===== config.mk =====
export PLATFORM = sky130hd
export DESIGN_NAME = div_ctrl_flat
export DESIGN_NICKNAME = d
export VERILOG_FILES = /design/src/rtl/div_ctrl_if.sv /design/src/rtl/div_ctrl.sv /design/src/flat_wrapper.sv
export SDC_FILE = /design/constraint.sdc
export NUM_CORES = 1
export LEC_CHECK = 0
export CAP_MARGIN = 40
export CORE_MARGIN = 5
export CORE_UTILIZATION = 50
export DETAILED_ROUTE_END_ITERATION = 12
export PLACE_DENSITY_LB_ADDON = 0.15
export SLEW_MARGIN = 40
export SYNTH_ARGS = -nofsm -noshare
export SYNTH_HDL_FRONTEND = slang
export SYNTH_SLANG_ARGS = --single-unit

===== constraint.sdc =====
create_clock -name clk -period 12.4 [get_ports clk]
set_input_delay 1.86 -clock clk [delete_from_list [all_inputs] [get_ports clk]]
set_output_delay 1.86 -clock clk [all_outputs]
set_load 0.005 [all_outputs]

===== src/rtl/div_ctrl_if.sv =====
// -----------------------------------------------------------------------------
// div_ctrl_if
// Handshake and data bundle between the execute stage and the divider.
//
// Signals:
//   signed_div_i  execute -> div  1   1 = signed divide, sampled with start_i
//   opdata1_i     execute -> div  32  dividend, sampled on acceptance
//   opdata2_i     execute -> div  32  divisor, sampled on acceptance
//   start_i       execute -> div  1   divide request, held until ready_o consumed
//   annul_i       execute -> div  1   flush the operation in flight
//   result_o      div -> execute  64  {remainder, quotient}, valid with ready_o
//   ready_o       div -> execute  1   result valid
//   stallreq_o    div -> execute  1   combinational pipeline stall request
//
// Modports: master = execute stage, slave = divider.
// -----------------------------------------------------------------------------
interface div_ctrl_if;
   logic        signed_div_i;
   logic [31:0] opdata1_i;
   logic [31:0] opdata2_i;
   logic        start_i;
   logic        annul_i;
   logic [63:0] result_o;
   logic        ready_o;
   logic        stallreq_o;

   modport master (
      output signed_div_i, opdata1_i, opdata2_i, start_i, annul_i,
      input  result_o, ready_o, stallreq_o
   );

   modport slave (
      input  signed_div_i, opdata1_i, opdata2_i, start_i, annul_i,
      output result_o, ready_o, stallreq_o
   );
endinterface


===== src/rtl/div_ctrl.sv =====
// -----------------------------------------------------------------------------
// div_ctrl
// Multi-cycle 32-bit signed/unsigned divider for the execute stage. Runs a
// restoring shift/subtract over 32 iterations while requesting a pipeline
// stall, then presents {remainder, quotient} with a ready strobe until the
// execute stage drops its start request.
//
// Ports:
//   clk   in   1   clock, rising edge
//   rst   in   1   asynchronous active-low reset
//   bus   slave modport of div_ctrl_if (operands, start/annul, result/ready,
//         stall request)
// -----------------------------------------------------------------------------
module div_ctrl (
   input  logic      clk,
   input  logic      rst,
   div_ctrl_if.slave bus
);

   typedef enum logic [1:0] {
      FREE    = 2'd0,
      BY_ZERO = 2'd1,
      ON      = 2'd2,
      END     = 2'd3
   } state_t;

   state_t      r_state;
   logic [4:0]  r_cnt;
   logic [64:0] r_work;      // {partial remainder (33), dividend/quotient (32)}
   logic [31:0] r_dvsr;      // |divisor|
   logic        r_neg_quot;  // negate quotient at the end
   logic        r_neg_rem;   // negate remainder at the end
   logic [63:0] r_result;
   logic        r_ready;

   // Operand conditioning at acceptance time
   logic        w_dend_neg;
   logic        w_dvsr_neg;
   logic [31:0] w_dend_abs;
   logic [31:0] w_dvsr_abs;

   assign w_dend_neg = bus.signed_div_i & bus.opdata1_i[31];
   assign w_dvsr_neg = bus.signed_div_i & bus.opdata2_i[31];
   assign w_dend_abs = w_dend_neg ? (~bus.opdata1_i + 32'd1) : bus.opdata1_i;
   assign w_dvsr_abs = w_dvsr_neg ? (~bus.opdata2_i + 32'd1) : bus.opdata2_i;

   // One restoring-division step. The partial remainder is always below the
   // divisor before the shift, so after the subtract bit 32 of the difference
   // alone tells whether the trial subtraction went negative.
   logic [32:0] w_diff;
   logic [64:0] w_work_next;
   logic [31:0] w_quot;
   logic [31:0] w_rem;
   logic [31:0] w_quot_fix;
   logic [31:0] w_rem_fix;

   assign w_diff      = r_work[64:32] - {1'b0, r_dvsr};
   assign w_work_next = w_diff[32] ? {r_work[63:0], 1'b0}
                                   : {w_diff[31:0], r_work[31:0], 1'b1};
   assign w_quot      = w_work_next[31:0];
   assign w_rem       = w_work_next[64:33];
   assign w_quot_fix  = r_neg_quot ? (~w_quot + 32'd1) : w_quot;
   assign w_rem_fix   = r_neg_rem  ? (~w_rem  + 32'd1) : w_rem;

   always_ff @(posedge clk or negedge rst) begin
      if (!rst) begin
         r_state    <= FREE;
         r_cnt      <= '0;
         r_work     <= '0;
         r_dvsr     <= '0;
         r_neg_quot <= 1'b0;
         r_neg_rem  <= 1'b0;
         r_result   <= '0;
         r_ready    <= 1'b0;
      end else begin
         case (r_state)
            FREE: begin
               r_ready  <= 1'b0;
               r_result <= '0;
               if (bus.start_i && !bus.annul_i) begin
                  if (bus.opdata2_i == 32'd0) begin
                     r_state <= BY_ZERO;
                  end else begin
                     r_work     <= {32'd0, w_dend_abs, 1'b0};
                     r_dvsr     <= w_dvsr_abs;
                     r_neg_quot <= w_dend_neg ^ w_dvsr_neg;
                     r_neg_rem  <= w_dend_neg;
                     r_cnt      <= '0;
                     r_state    <= ON;
                  end
               end
            end

            BY_ZERO: begin
               r_result <= '0;
               r_ready  <= 1'b1;
               r_state  <= END;
            end

            ON: begin
               // A flush wins over the iteration on the same edge
               if (bus.annul_i) begin
                  r_cnt   <= '0;
                  r_ready <= 1'b0;
                  r_state <= FREE;
               end else begin
                  r_work <= w_work_next;
                  r_cnt  <= r_cnt + 5'd1;
                  if (r_cnt == 5'd31) begin
                     r_result <= {w_rem_fix, w_quot_fix};
                     r_ready  <= 1'b1;
                     r_state  <= END;
                  end
               end
            end

            END: begin
               if (!bus.start_i) begin
                  r_ready  <= 1'b0;
                  r_result <= '0;
                  r_state  <= FREE;
               end else begin
                  r_ready <= 1'b1;
               end
            end

            default: r_state <= FREE;
         endcase
      end
   end

   assign bus.result_o   = r_result;
   assign bus.ready_o    = r_ready;
   assign bus.stallreq_o = (r_state == BY_ZERO) || (r_state == ON) ||
                           ((r_state == FREE) && bus.start_i);

endmodule


===== src/flat_wrapper.sv =====
// flat-port wrapper written by rule: the top's interface ports become plain ports
module div_ctrl_flat 
  (clk, rst, bus_signed_div_i, bus_opdata1_i, bus_opdata2_i, bus_start_i, bus_annul_i, bus_result_o, bus_ready_o, bus_stallreq_o);
  div_ctrl_if bus_i ();
  input  logic clk;
  input  logic rst;
  input wire logic [$bits(bus_i.signed_div_i)-1:0] bus_signed_div_i;
  input wire logic [$bits(bus_i.opdata1_i)-1:0] bus_opdata1_i;
  input wire logic [$bits(bus_i.opdata2_i)-1:0] bus_opdata2_i;
  input wire logic [$bits(bus_i.start_i)-1:0] bus_start_i;
  input wire logic [$bits(bus_i.annul_i)-1:0] bus_annul_i;
  output wire logic [$bits(bus_i.result_o)-1:0] bus_result_o;
  output wire logic [$bits(bus_i.ready_o)-1:0] bus_ready_o;
  output wire logic [$bits(bus_i.stallreq_o)-1:0] bus_stallreq_o;
  assign bus_i.signed_div_i = bus_signed_div_i;
  assign bus_i.opdata1_i = bus_opdata1_i;
  assign bus_i.opdata2_i = bus_opdata2_i;
  assign bus_i.start_i = bus_start_i;
  assign bus_i.annul_i = bus_annul_i;
  assign bus_result_o = bus_i.result_o;
  assign bus_ready_o = bus_i.ready_o;
  assign bus_stallreq_o = bus_i.stallreq_o;
  div_ctrl u_core (.clk(clk), .rst(rst), .bus(bus_i));
endmodule

* Word-level counts from Yosys, hierarchy flattened *
Index checks and enable logic that the tools add are counted.
W data, S select, Z words.

storage, ports and cells
  register bits = 171
  output and inout bits = 66
  word-level logic and storage cells = 73

operators by class
  add/sub/neg operators = 6
  eq/ne operators = 10
  multiplexer cells = 27
  bitwise gates (word level) = 8
  reductions and logical operators = 14

operators by type and width
  operator                 number
  $mux W65                 4
  $mux W64                 3
  $pmux W64 S3             1
  $pmux W65 S2             1
  $add A32 B1 Y32 const B  4
  $mux W32                 4
  $not A32 Y32             4
  $sub A33 B32 Y33         1
  $logic_not A32 Y1        1
  $mux W5                  3
  $reduce_and A3 Y1        4
  $mux W2                  5
  $pmux W5 S2              1
  $pmux W2 S4              1
  $ne A2 B2 Y1 const B     3
  $add A5 B1 Y5 const B    1
  $eq A5 B5 Y1 const B     1
  $eq A2 B2 Y1 const B     2
  $ne A2 B1 Y1 const B     2
  $pmux W1 S4              1
  $reduce_and A4 Y1        1
  $mux W1                  3
  $ne A3 B2 Y1 const B     1
  $and A1 B1 Y1            2
  other kinds (9)          11

* Depth between registers and ports, before layout *
  word-level depth = 8
  gate-level depth with buffers = 24
  depth with buffers taken out = 22

* Worst setup path before layout *
No wires, ideal clock.

  kind = input to register
  start = in bus_opdata2_i[0]
  end = reg u_core.r_work[32]
  library setup time = 127 ps
  arrival = 4592 ps
  slack = 7681 ps
  stages on the path = 15
  path buffers = 4
  cell sequence = inv_1 ha_1 nor4b_1 nand2_1 nor3_1 and2_1 nor3b_1 or3_1 buf_2 o21a_1 a21o_1 buf_2 buf_2 buf_2 a21oi_1

on the way
  word-level cells in the longest chain between the ends = 3

ends and longest elaborated chain
  item                                RTL line           RTL
  start, declared                     flat_wrapper.sv:9  input wire logic [$bits(bus_i.opdata2_i)-1:0] bus_opdata2_i;
  $logic_not A32 Y1                   div_ctrl.sv:81     if (bus.opdata2_i == 32'd0) begin
  $ne A2 B2 Y1 (no source line)       -
  $reduce_and A4 Y1 (no source line)  -
  end signal, assigned                div_ctrl.sv:84     r_work <= {32'd0, w_dend_abs, 1'b0};
  end signal, assigned                div_ctrl.sv:107    r_work <= w_work_next;
  end, declared                       div_ctrl.sv:29     logic [64:0] r_work;

No other way between the ends.
A chain may end at the register's enable or synchronous reset.

* Worst setup path after layout *
  start = reg u_core.r_work[32]
  end = reg u_core.r_result[60] (netlist: u_core.bus.result_o[60])

on the way
  word-level cells in the longest chain between the ends = 8

ends and longest elaborated chain
  item                  RTL line         RTL
  $sub A33 B32 Y33      div_ctrl.sv:57   assign w_diff = r_work[64:32] - {1'b0, r_dvsr};
  $mux W65 *            div_ctrl.sv:58   assign w_work_next = w_diff[32] ? {r_work[63:0], 1'b0}
  $not A32 Y32          div_ctrl.sv:63   assign w_rem_fix = r_neg_rem ? (~w_rem + 32'd1) : w_rem;
  $add A32 B1 Y32       div_ctrl.sv:63
  $mux W32 *            div_ctrl.sv:63
  $mux W64 *            div_ctrl.sv:109  if (r_cnt == 5'd31) begin
  $mux W64 *            div_ctrl.sv:102  if (bus.annul_i) begin
  $pmux W64 S3 *        div_ctrl.sv:76   case (r_state)
  end signal, assigned  div_ctrl.sv:110  r_result <= {w_rem_fix, w_quot_fix};
  end, declared         div_ctrl.sv:33   logic [63:0] r_result;

Mark *: on every way between the ends. The rest lies on a longest branch, timed or not. The select of a mux whose other input is x is not followed.

==> impl_metrics.ini <==
[run_status]
outcome = complete, no violations

[floorplan]
start_util_pct = 50.9
rows = 56
ioPinCount = 135
die_w_um = 165
dieHeight_um = 165
dieArea_um2 = 27200
core_area_um2 = 23500

[logic_synthesis]
synth.cell_area_um2 = 12000
synth_ff_type = dfrtp_1
post-synth-top-area-fraction_pct = 35.7
async_flop_share_pct = 100
synth_most_common_cell = nand2_1
synth_top_area_cell = dfrtp_1
syn_area_per_cell_um2 = 8.04
syn_inst = 1491
synth_edf_count = 0
synth_area_leaders = dfrtp_1 (36%), o21ai_0 (7.8%), nand2_1 (7.0%), a21oi_1 (5.7%), xor2_1 (5.6%)
syn-num-nets = 1603
ys_seq_elements = 171
ys_seq_area_share_pct = 35.7
synth_common_cells = nand2_1 (224), o21ai_0 (188), dfrtp_1 (171)
synthDistinctLibCells = 71
yosys_warnings = 0

[drt]
drt-initial-drc-count = 809
ant_nets = 0
wirelength_um = 32800
drc = 0
firstDrtPassIters = 5
via_per_inst = 5.81
vias = 11100
wl_per_cell_um = 17.2

[setup_path]
cp_max_fo = 50
worst-endpoint-required_ns = 12.72
setup.worst_path.start_class = flip-flop
arrival_ns = 6.64
worstReg2RegStart = u_core.r_work[32]
rr_endpoint = u_core.bus.result_o[60]
cp-startpoint = u_core.r_work[32]
setup.worst_path.class = reg -> reg
critPathCapture = u_core.bus.result_o[60]
reg2reg_depth = 20
crit_path_end_kind = flip-flop
r2r_slack_ns = 6.07

[cells_and_area]
drive_gt1_share_pct = 4.78
num-nets-final = 1689
postLayoutCellArea_um2 = 14100
utilization_pct = 60.1
area.growth.synth_to_final_pct = 17.9
antenna_cells = 0

[run]
cap_violations = 0

[clocking]
h-tree-depth = 4
clk_latency_ns = 0.45
root_buffer = clkbuf_16
cts_tree = built
ctsResizeCount = 0
clk_pin_slew_ns = 0.08
post_cts_buffers = 0
cts_made_buffers = 17
clock-sinks = 171
clock_path_buffers = 2
cts-hold-fix-buffers = 0

[sta]
hold_ws_ns = 0.478
finalSetupViolations = 0
finalMaxSlewViolations = 0
fmax_mhz = 158
worst_pin_slew_ns = 0.816
post-route-period-util_pct = 51.0
slew_headroom_pct = 45.6
final.setup.tns_ns = 0
skew_ns = 0.0131
rsz0062_at_grt = false
hold_violations = 0
min_period_ns = 6.33

[global_route]
grt_pass1_wl_um = 53400
grt_overflow = 0
grt_use_total_pct = 24.3
antenna_found_initial = 0
grt_max_degree = 98
grt_pass1_vias = 10500

[placed_design]
placed_area_um2 = 13500
gp_congestion = 0.913
io_buffers = 134
hpwl_um = 24300

[worst_hold_path]
hold_class = reg -> reg

[power]
ir_drop_v = 0.000361
p_leak_nw = 6.06
p_per_area_nw_per_um2 = 227
==> flip-flops by register name, indices dropped and copies added (netlist names) <==
name,cells
u_core.r_work,65
u_core.bus.result_o,64
u_core.r_dvsr,32
u_core.r_cnt,5
u_core.r_state,2
u_core.bus.ready_o,1
u_core.r_neg_quot,1
u_core.r_neg_rem,1
==> power breakdown <==
| group | switching [mW] | internal [mW] |
|---|---|---|
| clock | 0.263 | 0.289 |
| sequential | 0.178 | 0.756 |
| combinational | 1.05 | 0.681 |
| total | 1.49 | 1.73 |
==> area by class of cell <==
type                       count  area (um2)
timing repair buffer         143        1440
clock inverter                15         173
sequential                   171        4280
fill                        2203        9400
multi-input combinational   1184        7200
clock buffer                  17         425
inverter                      60         225
tap                          319         399
==> cells in the final DEF, fill, tap and decap left out, drive strengths merged, types with 5 or more instances in the layout <==
cell type      instances
xor2                  76
and3                  12
o21ai                196
nor3                  34
nand2b                 9
nand4                  5
or2                   11
and2                  16
mux2i                 36
clkbuf                17
o21a                   8
o41ai                 14
a211oi                 6
a21o                  15
o211ai                 9
nor2                 110
a22o                   7
ha                    42
a31oi                 10
or3                   18
dfrtp                171
nand2                224
or4                   16
inv                   70
nor4                  16
buf                   10
xnor2                 56
nand3                 13
clkdlybuf4s50        133
o31ai                 37
a21oi                137
==> critical path, cell delays in order, from the launching register on <==
cell      delay [ns]
dfrtp_1         0.42
inv_1           0.14
ha_1            0.17
inv_1           0.05
fa_1            0.43
a211oi_2        0.30
o21ai_1         0.24
o2111a_1        0.35
o31ai_1         0.27
nand3_1         0.38
nor2_4          0.17
buf_4           0.56
inv_2           0.46
mux2i_1         0.36
ha_1            0.37
nand4_1         0.21
o41ai_2         0.42
nand3_1         0.28
o21ai_0         0.26
xor2_1          0.25
o21ai_1         0.09
==> per-layer routing <==
layer	share of wire (%)	vias to the layer above	routed length, um	track usage [%]
met2	47	331	15500	39.3
met4	2.9	0	947	8.13
li1	-	5449	-	-
met1	45	5228	14900	33.4
met3	4.6	75	1500	3.99
met5	0	-	0	0
==> metrics by stage <==
stage                     worst slack [ns]  total power [mW]  instances
final                                 6.07              3.21       1909
after global routing                  5.71              3.48       1909
after CTS                             6.19              3.21       1909
after detailed placement              5.78              2.65       1877
after global placement                6.00              2.62       1876
after floorplan                       7.68              2.09       1491
==> cells by family (layout without fill, tap and decap cells) <==
kind of cell	Yosys count	after routing	share of synthesized area, %
simple gates	505	505	19.5
compound gates	467	467	23.1
flops	171	171	35.7
buf+inv	136	235	4.41
xor+xnor	132	132	9.64
fa+ha+maj	43	43	4.55
mux	37	37	3.10
==> worst min-delay path by stage <==
| stage | from | endpoint | slack [ns] | cells after the start |
|---|---|---|---|---|
| 2_1_floorplan | u_core.r_dvsr[19] | u_core.r_dvsr[19] | 0.45 | 2 |
| 3_3_place_gp | u_core.bus.result_o[43] | u_core.bus.result_o[43] | 0.46 | 2 |
| 3_5_place_dp | u_core.bus.result_o[24] | u_core.bus.result_o[24] | 0.47 | 2 |
| 4_1_cts | u_core.bus.result_o[40] | u_core.bus.result_o[40] | 0.49 | 2 |
| 5_1_grt | u_core.bus.result_o[40] | u_core.bus.result_o[40] | 0.51 | 2 |
| 6_report | u_core.bus.result_o[18] | u_core.bus.result_o[18] | 0.48 | 2 |
(Power assumes the default switching activity.)
